[config.mk]
export PLATFORM = sky130hd
export DESIGN_NAME = voice_mixer
export DESIGN_NICKNAME = d
export VERILOG_FILES = /design/src/rtl/voice_mixer_pkg.sv /design/src/rtl/mix_saturate.sv /design/src/rtl/voice_mixer.sv
export SDC_FILE = /design/constraint.sdc
export NUM_CORES = 1
export LEC_CHECK = 0
export CORE_ASPECT_RATIO = 0.75
export CORE_UTILIZATION = 49
export CTS_CLUSTER_DIAMETER = 100
export DETAILED_ROUTE_END_ITERATION = 10
export GPL_TIMING_DRIVEN = 0
export PLACE_DENSITY = 0.66
export SLEW_MARGIN = 20
export SYNTH_ARGS = -nofsm -noshare
export SYNTH_HDL_FRONTEND = slang
export SYNTH_SLANG_ARGS = --single-unit
[constraint.sdc]
create_clock -name clk -period 10.2 [get_ports clk]
set_input_delay 1.02 -clock clk [delete_from_list [all_inputs] [get_ports clk]]
set_output_delay 1.02 -clock clk [all_outputs]
set_load 0.01 [all_outputs]
[src/rtl/voice_mixer_pkg.sv]
// Shared audio definitions used by the mixer, envelope and oscillator blocks.
//   SAMPLE_W / VOLUME_W : widths of one oscillator sample and one volume value
//   mix_state_t         : 2-bit state encoding of the voice mixer FSM
//   voice_product()     : signed sample times unsigned volume, 17-bit signed
package voice_mixer_pkg;

    localparam int SAMPLE_W = 8;
    localparam int VOLUME_W = 8;
    localparam int PROD_W   = SAMPLE_W + VOLUME_W + 1;

    typedef enum logic [1:0] {
        ST_IDLE  = 2'd0,
        ST_MAC   = 2'd1,
        ST_SCALE = 2'd2,
        ST_DONE  = 2'd3
    } mix_state_t;

    // Volume is zero-extended so it multiplies as a non-negative value;
    // the full product (-32640..32385) always fits 17 signed bits.
    function automatic logic signed [PROD_W-1:0] voice_product(
        input logic signed [SAMPLE_W-1:0] sample,
        input logic        [VOLUME_W-1:0] volume
    );
        logic signed [PROD_W-1:0] sample_ext;
        logic signed [PROD_W-1:0] volume_ext;
        sample_ext = PROD_W'(sample);
        volume_ext = {1'b0, volume};
        return sample_ext * volume_ext;
    endfunction

endpackage

[src/rtl/mix_saturate.sv]
// Combinational clamp of the scaled mix to the 16-bit output range.
//   in_value  : signed IN_W-bit scaled mix
//   out_value : signed 16-bit result, clamped to [-32768, 32767]
module mix_saturate #(
    parameter int IN_W = 28
) (
    input  logic signed [IN_W-1:0] in_value,
    output logic signed [15:0]     out_value
);

    logic [IN_W-16:0] top_bits;

    // The value fits 16 bits exactly when every bit from 15 upward equals
    // the sign bit; otherwise clamp toward the side the sign indicates.
    always_comb begin
        top_bits  = in_value[IN_W-1:15];
        out_value = in_value[15:0];
        if (!((top_bits == '0) || (top_bits == '1))) begin
            out_value = in_value[IN_W-1] ? 16'sh8000 : 16'sh7FFF;
        end
    end

endmodule

[src/rtl/voice_mixer.sv]
// Multi-voice audio mixer. On each sample_tick the per-voice inputs are
// snapshotted, multiplied-and-accumulated one voice per clock, scaled by the
// master volume, saturated and presented on out_sample with an out_valid pulse.
//
// Handshake: sample_tick is a fire-and-forget request accepted only in IDLE;
// a tick seen in any other state is dropped and reported on overrun for one
// cycle. out_valid is a one-cycle strobe with no back-pressure; out_sample
// holds its value until the next strobe.
//
// Ports:
//   clk, rst_n      : clock (rising edge), asynchronous active-low reset
//   sample_tick     : starts a mix
//   voice_sample    : signed 8-bit sample per voice, voice i at [8i+7:8i]
//   voice_volume    : unsigned 8-bit volume per voice, same packing
//   voice_enable    : per-voice enable
//   master_volume   : unsigned master gain
//   out_sample      : signed 16-bit mixed sample
//   out_valid       : one-cycle pulse when out_sample updates
//   busy            : FSM not in IDLE
//   overrun         : one-cycle pulse when a tick is dropped
//   state_dbg       : current FSM state encoding
module voice_mixer
    import voice_mixer_pkg::*;
#(
    parameter int NUM_VOICES = 4,
    parameter int ACC_W      = 17 + $clog2(NUM_VOICES)
) (
    input  logic                           clk,
    input  logic                           rst_n,
    input  logic                           sample_tick,
    input  logic [SAMPLE_W*NUM_VOICES-1:0] voice_sample,
    input  logic [VOLUME_W*NUM_VOICES-1:0] voice_volume,
    input  logic [NUM_VOICES-1:0]          voice_enable,
    input  logic [7:0]                     master_volume,
    output logic signed [15:0]             out_sample,
    output logic                           out_valid,
    output logic                           busy,
    output logic                           overrun,
    output logic [1:0]                     state_dbg
);

    localparam int SCALED_W = ACC_W + 9;
    localparam int IDX_W    = (NUM_VOICES > 1) ? $clog2(NUM_VOICES) : 1;
    localparam logic [IDX_W-1:0] LAST_IDX = IDX_W'(NUM_VOICES - 1);

    mix_state_t                      state;
    logic [IDX_W-1:0]                index;
    logic signed [ACC_W-1:0]         acc;
    logic signed [SCALED_W-1:0]      scaled;

    // Snapshots shift right by one voice per MAC cycle so the voice being
    // accumulated is always in the lowest slot.
    logic [SAMPLE_W*NUM_VOICES-1:0]  snap_sample;
    logic [VOLUME_W*NUM_VOICES-1:0]  snap_volume;
    logic [NUM_VOICES-1:0]           snap_enable;
    logic [7:0]                      snap_master;

    logic signed [PROD_W-1:0]        cur_product;
    logic signed [ACC_W-1:0]         cur_product_ext;
    logic signed [SCALED_W-1:0]      acc_wide;
    logic signed [SCALED_W-1:0]      master_wide;
    logic signed [SCALED_W-1:0]      scale_prod;
    logic signed [15:0]              sat_value;

    always_comb begin
        cur_product = '0;
        if (snap_enable[0]) begin
            cur_product = voice_product(snap_sample[SAMPLE_W-1:0],
                                        snap_volume[VOLUME_W-1:0]);
        end
        cur_product_ext = ACC_W'(cur_product);
        acc_wide        = SCALED_W'(acc);
        master_wide     = {{(SCALED_W-8){1'b0}}, snap_master};
        // ACC_W + 9 bits hold any accumulator times an 8-bit unsigned gain.
        scale_prod      = acc_wide * master_wide;
    end

    mix_saturate #(
        .IN_W(SCALED_W)
    ) u_saturate (
        .in_value  (scaled),
        .out_value (sat_value)
    );

    assign busy      = (state != ST_IDLE);
    assign state_dbg = state;

    always_ff @(posedge clk or negedge rst_n) begin
        if (!rst_n) begin
            state       <= ST_IDLE;
            index       <= '0;
            acc         <= '0;
            scaled      <= '0;
            snap_sample <= '0;
            snap_volume <= '0;
            snap_enable <= '0;
            snap_master <= '0;
            out_sample  <= '0;
            out_valid   <= 1'b0;
            overrun     <= 1'b0;
        end else begin
            out_valid <= 1'b0;
            overrun   <= 1'b0;

            // Any tick outside IDLE, including one on the DONE edge, is lost.
            if (sample_tick && (state != ST_IDLE)) begin
                overrun <= 1'b1;
            end

            case (state)
                ST_IDLE: begin
                    if (sample_tick) begin
                        snap_sample <= voice_sample;
                        snap_volume <= voice_volume;
                        snap_enable <= voice_enable;
                        snap_master <= master_volume;
                        acc         <= '0;
                        index       <= '0;
                        state       <= ST_MAC;
                    end
                end
                ST_MAC: begin
                    acc         <= acc + cur_product_ext;
                    snap_sample <= snap_sample >> SAMPLE_W;
                    snap_volume <= snap_volume >> VOLUME_W;
                    snap_enable <= snap_enable >> 1;
                    if (index == LAST_IDX) begin
                        index <= '0;
                        state <= ST_SCALE;
                    end else begin
                        index <= index + 1'b1;
                    end
                end
                ST_SCALE: begin
                    // Arithmetic shift floors toward negative infinity.
                    scaled <= scale_prod >>> 8;
                    state  <= ST_DONE;
                end
                ST_DONE: begin
                    out_sample <= sat_value;
                    out_valid  <= 1'b1;
                    state      <= ST_IDLE;
                end
                default: begin
                    state <= ST_IDLE;
                end
            endcase
        end
    end

endmodule

==> Yosys cells after proc, flatten, opt, wreduce, memory -nomap -nowiden <==
Cells that the tools add are included.
{ "word_totals": {"in_bits": 79, "output_inout_bits": 21, "reg_bits": 137, "elab_cells": 50} }
{ "classes": {"reduce_logical": 9, "n_mul": 2, "muxes": 19, "n_addsub": 2, "n_eq_ne": 7} }
{ "ops": {"columns": ["operator", "count"], "rows": [
  ["$pmux W32 S2", 2],
  ["$mux W32", 2],
  ["$pmux W19 S2", 1],
  ["$mux W16", 2],
  ["$mul A19 B9 Y28", 1],
  ["$add A19 B17 Y19", 1],
  ["$mux W19", 1],
  ["$mul A8 B9 Y17", 1],
  ["$mux W17", 1],
  ["$eq A13 B13 Y1 const B", 1],
  ["$logic_not A13 Y1", 1],
  ["$mux W2", 4],
  ["$pmux W2 S4", 1],
  ["$pmux W4 S2", 1],
  ["$eq A2 B2 Y1 const B", 3],
  ["$reduce_and A2 Y1", 3],
  ["$mux W4", 1],
  ["$ne A2 B2 Y1 const B", 2],
  ["$pmux W2 S2", 1],
  ["$reduce_bool A2 Y1", 2],
  ["$add A2 B1 Y2 const B", 1],
  ["$eq A2 B1 Y1 const B", 1],
  ["$logic_not A2 Y1", 1],
  ["$mux W1", 2],
  ["other kinds (2)", 2]
]} }

==> Longest topological paths before layout <==
Gate-level depths: netlist of the first run.
{ "logic_depth": {"word_depth": 4, "depth_mapped": 28, "depth_no_buf": 28} }

==> Modules after synthesis <==
A second synthesis of the first run with hierarchy kept.
{ "unflattened": {"hier_cells": 1447, "area_unflattened_um2": 13877.1} }
{ "by_module_without_submodules": {"columns": ["module", "n_inst", "cells_each", "seq_area_each_um2", "area_each_um2"], "rows": [
  ["voice_mixer", 1, 1401, 3428.3, 13613.1],
  ["mix_saturate", 1, 46, 0.0, 264.0]
]} }

==> Least setup slack after synthesis of the first run <==
No wires, ideal clock.
{ "synth_path": {"path_kind": "register to register", "start": "register snap_volume[0]", "end": "register acc[18]", "stages_incl_launch_ff": 26, "n_path_buf": 0, "required_time_ps": 10113, "setup_slack_ps": 4143, "synth_period_minus_slack_ps": 6057, "setup_ps": 87, "t_arrival_ps": 5970, "path_cell_list": "dfrtp_1 nand2b_1 fa_1 fa_1 inv_1 fa_1 inv_1 fa_1 inv_1 ha_1 inv_1 o21bai_1 a21oi_1 o21bai_1 a211oi_1 o21bai_1 xor2_1 and2_1 ha_1 nand3_1 a2111oi_0 or3_1 a41oi_1 a21oi_1 or4b_1 o211ai_1"} }
{ "synth_between": {"elab_chain_len": 4} }
{ "synth_lines": {"columns": ["element", "line", "rtl"], "rows": [
  ["from (decl)", "voice_mixer.sv:54", "logic [VOLUME_W*NUM_VOICES-1:0] snap_volume;"],
  ["from (signal assigned)", "voice_mixer.sv:114", "snap_volume <= voice_volume;"],
  ["from (signal assigned)", "voice_mixer.sv:125", "snap_volume <= snap_volume >> VOLUME_W;"],
  ["$mul A8 B9 Y17", "voice_mixer_pkg.sv:28", "return sample_ext * volume_ext;"],
  ["$mux W17", "voice_mixer.sv:67", "if (snap_enable[0]) begin"],
  ["$add A19 B17 Y19", "voice_mixer.sv:123", "acc <= acc + cur_product_ext;"],
  ["$pmux W19 S2", "voice_mixer.sv:110", "case (state)"],
  ["to (signal assigned)", "voice_mixer.sv:123", null],
  ["to (decl)", "voice_mixer.sv:48", "logic signed [ACC_W-1:0] acc;"]
]} }
No other way between the ends.
A chain may end at the register's enable or synchronous reset.

==> Worst setup path after layout of the first run <==
Ends and elaborated chain as after synthesis.

==> results_dict.tcl, run 1 <==
set metrics [dict create \
    status "complete, no violations" \
    synth-edff-count 0 \
    final.setup.tns_ns 0 \
    grt_pass1_wl_um 52300 \
    slew_headroom 0.405 \
    fin_skew_ns 0.0121 \
    ys_warn_count 0 \
    post-place-cells 1886 \
    grt_max_degree 98 \
    synth_cells 1435 \
    antenna_found_initial 1 \
    grt_pass1_vias 10100 \
    post-place-ws_ns 3.22 \
    arrival_ns 7.49 \
    fin_ws_ns 3.07 \
    netlist_area_mm2 0.0136 \
    cts-resized-gates 0 \
    antenna_left 0 \
    maxCapViolations 0 \
    synth.largest_area_cell "dfrtp_1" \
    num_antenna_cells 0 \
    yosysSeqAreaShare 0.252 \
    first_pass_iters 5 \
    max_freq_ghz 0.140 \
    cts_made_buffers 17 \
    synth.net_count 1789 \
    setup_violations 0 \
    critPathLaunchType "register" \
    drive_above_1_share 0.0415 \
    dieArea_mm2 0.0285 \
    yosysUniqueCellTypes 55 \
    yosys-top-cells-area "dfrtp_1 25%, fa_1 23%, ha_1 11%, and2_1 6.4%, inv_1 6.2%" \
    fin_nets 1908 \
    path_max_fanout 9 \
    post-dp-hpwl_um 25400 \
    wirelength_um 31100 \
    hold_viol_final 0 \
    floorplan.initialDensity 0.502 \
    syn_area_per_cell_um2 9.49 \
    worstPathRequired_ns 10.56 \
    synth_top_area_share 0.252 \
    cp-end-kind "register" \
    drt_iter0_markers 557 \
    fin_crit_sh 0.699 \
    dieHeight_um 146 \
    crit_type "register to register" \
    drv_slew 0 \
    min_period_ns 7.13 \
    hold_buffers 0 \
    clk_latency_ns 0.44 \
    rsz0062_at_grt "no" \
    worst_pin_slew_ns 0.870 \
    port_buffers 99 \
    synthFlopType "dfrtp_1" \
    layout.cells.non_filler 1918 \
    io_pins 100 \
    via_count 10000 \
    hold_class "input port to async pin" \
    ys_ff_latch 137 \
    areaGrowthSynthToFinish_pct 14.9 \
    clk_pin_slew_ns 0.07 \
    chipWidth_um 195 \
    track_usage 0.234 \
    post_drt_wl_per_cell_um 16.2 \
    clock_sinks 137 \
    async_reset_ff_frac 1.00 \
    rows 52 \
    synth_commonest_cells "225 x inv_1, 168 x nand2_1, 157 x fa_1" \
    avgViaCountPerCell 5.23 \
    design.core.area_mm2 0.0271 \
    gp_congestion 0.878 \
    root_buffer "clkbuf_16" \
    clockBufferDepth 2 \
    overflow 0 \
    post-cts-setup-buffer-count 0 \
    cts_tree "done" \
    yosys.cell_count.top_type "inv_1" \
    drc 0 \
    htreeDepth 4 \
]
[registers in the layout (all words and copies together) (netlist names)]
name,flops
snap_volume,32
out_sample,16
overrun,1
scaled,20
acc,19
out_valid,1
state_dbg,2
snap_enable,4
snap_sample,32
index,2
snap_master,8
[critical path, cell delays in order, from the launching register on]
cell,delay [ns]
dfrtp_1,0.51
nand2b_1,0.23
fa_1,0.53
fa_1,0.55
inv_1,0.06
fa_1,0.55
inv_1,0.06
fa_1,0.53
inv_1,0.04
ha_1,0.32
inv_1,0.09
o21bai_1,0.08
a21oi_1,0.25
o21bai_1,0.13
a211oi_1,0.34
o21bai_1,0.14
xor2_1,0.15
and2_1,0.16
ha_1,0.34
nand3_1,0.18
a2111oi_0,0.73
or3_1,0.25
a41oi_1,0.16
nand3_1,0.13
or4b_1,0.44
o211ai_1,0.09
[stage by stage]
| stage | cell area (um2) | util | hold slack [ns] |
|---|---|---|---|
| after floorplan | 13600 | - | 0.450 |
| after CTS | 15600 | 0.577 | 0.453 |
| after detailed placement | 15100 | 0.556 | 0.470 |
| after global placement | 15100 | 0.555 | 0.460 |
| final | 15600 | 0.577 | 0.452 |
| after global routing | 15600 | 0.577 | 0.465 |
[cells in the final DEF (no fill, tap or decap), types with 4 or more instances in the layout]
cell             instances
nand2b_1                 7
fa_1                   157
a211oi_1                 4
clkinvlp_4               5
dfrtp_1                137
mux2_2                  22
and3_1                   8
nand2_1                168
ha_1                   118
clkdlybuf4s50_1         98
o211ai_1                 4
nor2b_1                  7
and2_1                 140
inv_6                    4
o21ai_0                 82
xor2_1                  15
clkbuf_16               17
nand3_1                  9
clkbuf_1                52
a21o_1                  11
a22o_1                  21
inv_1                  225
nor2_1                  55
xnor2_1                 28
nor3_1                   8
o21bai_1                 9
a21oi_1                 49
o31ai_1                  6
mux2i_1                 52
[metal layers]
metal / track usage / wire (um) / up-vias
li1: - / - / 4826
met1: 0.371 / 16200 / 4967
met2: 0.318 / 12500 / 220
met3: 0.0610 / 2060 / 23
met4: 0.0472 / 282 / 0
met5: 0 / 0 / -
[cells by family (layout without fill, tap and decap cells)]
| kind of cell | after synthesis | after routing | share of synthesized area |
|---|---|---|---|
| xor+xnor | 43 | 43 | 0.0276 |
| mux | 74 | 74 | 0.0564 |
| simple gates | 419 | 419 | 0.152 |
| fa+ha+maj | 275 | 275 | 0.339 |
| compound gates | 208 | 208 | 0.0958 |
| flops | 137 | 137 | 0.252 |
| buf+inv | 279 | 411 | 0.0774 |
[final cells by class]
| type | instances | area, um2 |
|---|---|---|
| fill | 2384 | 11500 |
| multi-input combinational | 1019 | 9140 |
| sequential | 137 | 3430 |
| timing repair buffer | 100 | 1020 |
| inverter | 225 | 845 |
| tap | 351 | 439 |
| clock buffer | 18 | 429 |
| buffer | 54 | 210 |
| clock inverter | 14 | 131 |
[final timing paths]
| kind | to | start | cells after the start | slack [ns] |
|---|---|---|---|---|
| hold / removal | snap_master[0]$_DFFE_PN0P_ | rst_n | 1 | 0.45 |
| hold reg to reg | snap_sample[22]$_DFFE_PN0P_ | snap_sample[22]$_DFFE_PN0P_ | 2 | 0.48 |
| max in group asynchronous | snap_master[6]$_DFFE_PN0P_ | rst_n | 2 | 8.97 |
| setup reg to reg | acc[18]$_DFFE_PN0P_ | snap_volume[0]$_DFFE_PN0P_ | 25 | 3.07 |
| min in group clk | snap_sample[22]$_DFFE_PN0P_ | snap_sample[22]$_DFFE_PN0P_ | 2 | 0.48 |
| setup / recovery | acc[18]$_DFFE_PN0P_ | snap_volume[0]$_DFFE_PN0P_ | 25 | 3.07 |
Power of run 1 is left out: the tool's default activity adds up to more than one toggle a clock period on the data nets, which glitch-free logic cannot reach.
==> run 2, diff against run 1 <==
--- a/config.mk
+++ b/config.mk
@@ -10,7 +10,7 @@
 export CTS_CLUSTER_DIAMETER = 100
 export DETAILED_ROUTE_END_ITERATION = 10
 export GPL_TIMING_DRIVEN = 0
-export PLACE_DENSITY = 0.66
+export PLACE_DENSITY = 0.68
 export SLEW_MARGIN = 20
 export SYNTH_ARGS = -nofsm -noshare
 export SYNTH_HDL_FRONTEND = slang
==> constraint.sdc (replaced) <==
create_clock -name clk -period 6.3 [get_ports clk]
set_input_delay 0.63 -clock clk [delete_from_list [all_inputs] [get_ports clk]]
set_output_delay 0.63 -clock clk [all_outputs]
set_load 0.01 [all_outputs]
==> run 2 against run 1 <==
Against the previous run: critical path depth down 1; clock skew up 0.00075 ns; final cell count up 0.68%; clock-buffer cell count unchanged; non-clock buffer count up 13; maximum frequency up 15%; setup slack worse by 2.9 ns; hold slack worse by 0.39 ns; via count up 1.0%.
==> results_dict.tcl, run 2 (synthesis gave the netlist of run 1 again) <==
set metrics [dict create \
    arrival_ns 6.52 \
    floorplan.initialDensity 0.502 \
    crit_type "register to register" \
    design.core.area_mm2 0.0271 \
    critPathLaunchType "register" \
    max_freq_ghz 0.162 \
    clk_latency_ns 0.44 \
    final_common_cell "inv_1" \
    fin_nets 1921 \
    r2r_cells 24 \
    cp_cell_sequence "clkinvlp_4, buf_4, nor2_4, fa_1, fa_1, fa_1, inv_1, fa_1, inv_1, ha_4, a21oi_2, o21bai_1, a211oi_2, o21bai_1, xor2_1, and2_1, ha_4, nand3_4, a2111oi_4, or3_4, a41oi_2, nand3_1, or4b_1, o211ai_1" \
    use_met1 0.368 \
    path_depth 24 \
    fin_skew_ns 0.0129 \
    num-fill-cells 2365 \
    areaGrowthSynthToFinish_pct 17.0 \
    rrSetupSlack_ns 0.13 \
    hold_class "input port to async pin" \
    avgViaCountPerCell 5.25 \
    root_buffer "clkbuf_16" \
    hold_buffers 0 \
    worst_pin_slew_ns 0.856 \
    holdWs_ns 0.0609 \
    layout_common_cells "224 x inv_1, 168 x nand2_1, 156 x fa_1" \
    reg_top3 "snap_sample x32, snap_volume x32, scaled x20" \
    path_max_fanout 4 \
    htreeDepth 4 \
    reg2reg_from "snap_sample[7]$_DFFE_PN0P_" \
    status "complete, no violations" \
    post-place-ws_ns -0.561 \
    rows 52 \
    track_usage 0.237 \
    overflow 0 \
    hold_viol_final 0 \
    cp-end-kind "register" \
    critPathBufInv 4 \
    layout.cells.non_filler 1931 \
    num_antenna_cells 0 \
    path_common_cell "fa_1" \
    dieHeight_um 146 \
    slew_headroom 0.429 \
    dieArea_mm2 0.0285 \
    post-dp-hpwl_um 25400 \
    grt_max_degree 98 \
    drive_above_1_share 0.0747 \
    rsz0062_at_grt "yes" \
    fin_crit_sh 0.980 \
    chipWidth_um 195 \
    worstPathRequired_ns 6.65 \
    clk_pin_slew_ns 0.07 \
    use_met2 0.339 \
    setup_violations 0 \
    antenna_found_initial 1 \
    first_pass_iters 6 \
    gp_congestion 0.868 \
    min_period_ns 6.17 \
    drc 0 \
    cpLargestDelayFamily "adder cells" \
    via_count 10100 \
    post-place-cells 1886 \
    fin_ws_ns 0.126 \
    top_usage_layer "met1" \
    r2r-end "acc[18]$_DFFE_PN0P_" \
    drv_slew 0 \
    io_pins 100 \
    crit_slowest_cell "fa_1" \
    antenna_left 0 \
    grt_pass1_wl_um 53000 \
    post_drt_wl_per_cell_um 16.4 \
    clock_sinks 137 \
    clockBufferDepth 2 \
    use_met3 0.0483 \
    cpPeakStageDelay_ns 0.55 \
    cts_made_buffers 17 \
    drt_iter0_markers 590 \
    cts_tree "done" \
    port_buffers 99 \
    utilization 0.587 \
    wirelength_um 31700 \
    maxCapViolations 0 \
    grt_pass1_vias 10300 \
]
run 2: layout make-up:
class	count	area, um2	area share
clock inverter	14	156	0.00981
tap	351	439	0.0276
buffer	51	200	0.0126
clock buffer	18	429	0.0269
multi-input combinational	1019	9270	0.582
sequential	137	3450	0.216
timing repair buffer	116	1140	0.0718
inverter	225	848	0.0532
run 2: stage by stage:
stage	area [um2]	TNS [ns]
finish	15900	0
global route	15900	-0.195
CTS	15800	0
detailed placement	15100	-0.694
global placement	15100	-147.66
floorplan	13600	0
run 2: how the worst max path moves through the flow:
stage,from,end
floorplan,snap_volume[0]$_DFFE_PN0P_,acc[18]$_DFFE_PN0P_
global placement,rst_n,snap_volume[3]$_DFFE_PN0P_
detailed placement,snap_sample[7]$_DFFE_PN0P_,acc[18]$_DFFE_PN0P_
CTS,snap_sample[7]$_DFFE_PN0P_,acc[18]$_DFFE_PN0P_
global route,snap_volume[2]$_DFFE_PN0P_,acc[18]$_DFFE_PN0P_
finish,snap_sample[7]$_DFFE_PN0P_,acc[18]$_DFFE_PN0P_
run 2: per-layer routing:
layer  vias to the layer above  share of wire  routed length [um]
li1                       4849              -                   -
met2                       216           0.42               13400
met3                        23          0.049                1570
met1                      5053           0.52               16400
met4                         0          0.010                 332
met5                         -              0                   0
run 2: timing repair:
item,CTS,global route
setup buffers,5,11
resized for setup,22,24
endpoints found under the setup margin,4,7
pin swaps,6,11
Power of run 2 is left out for the same reason.
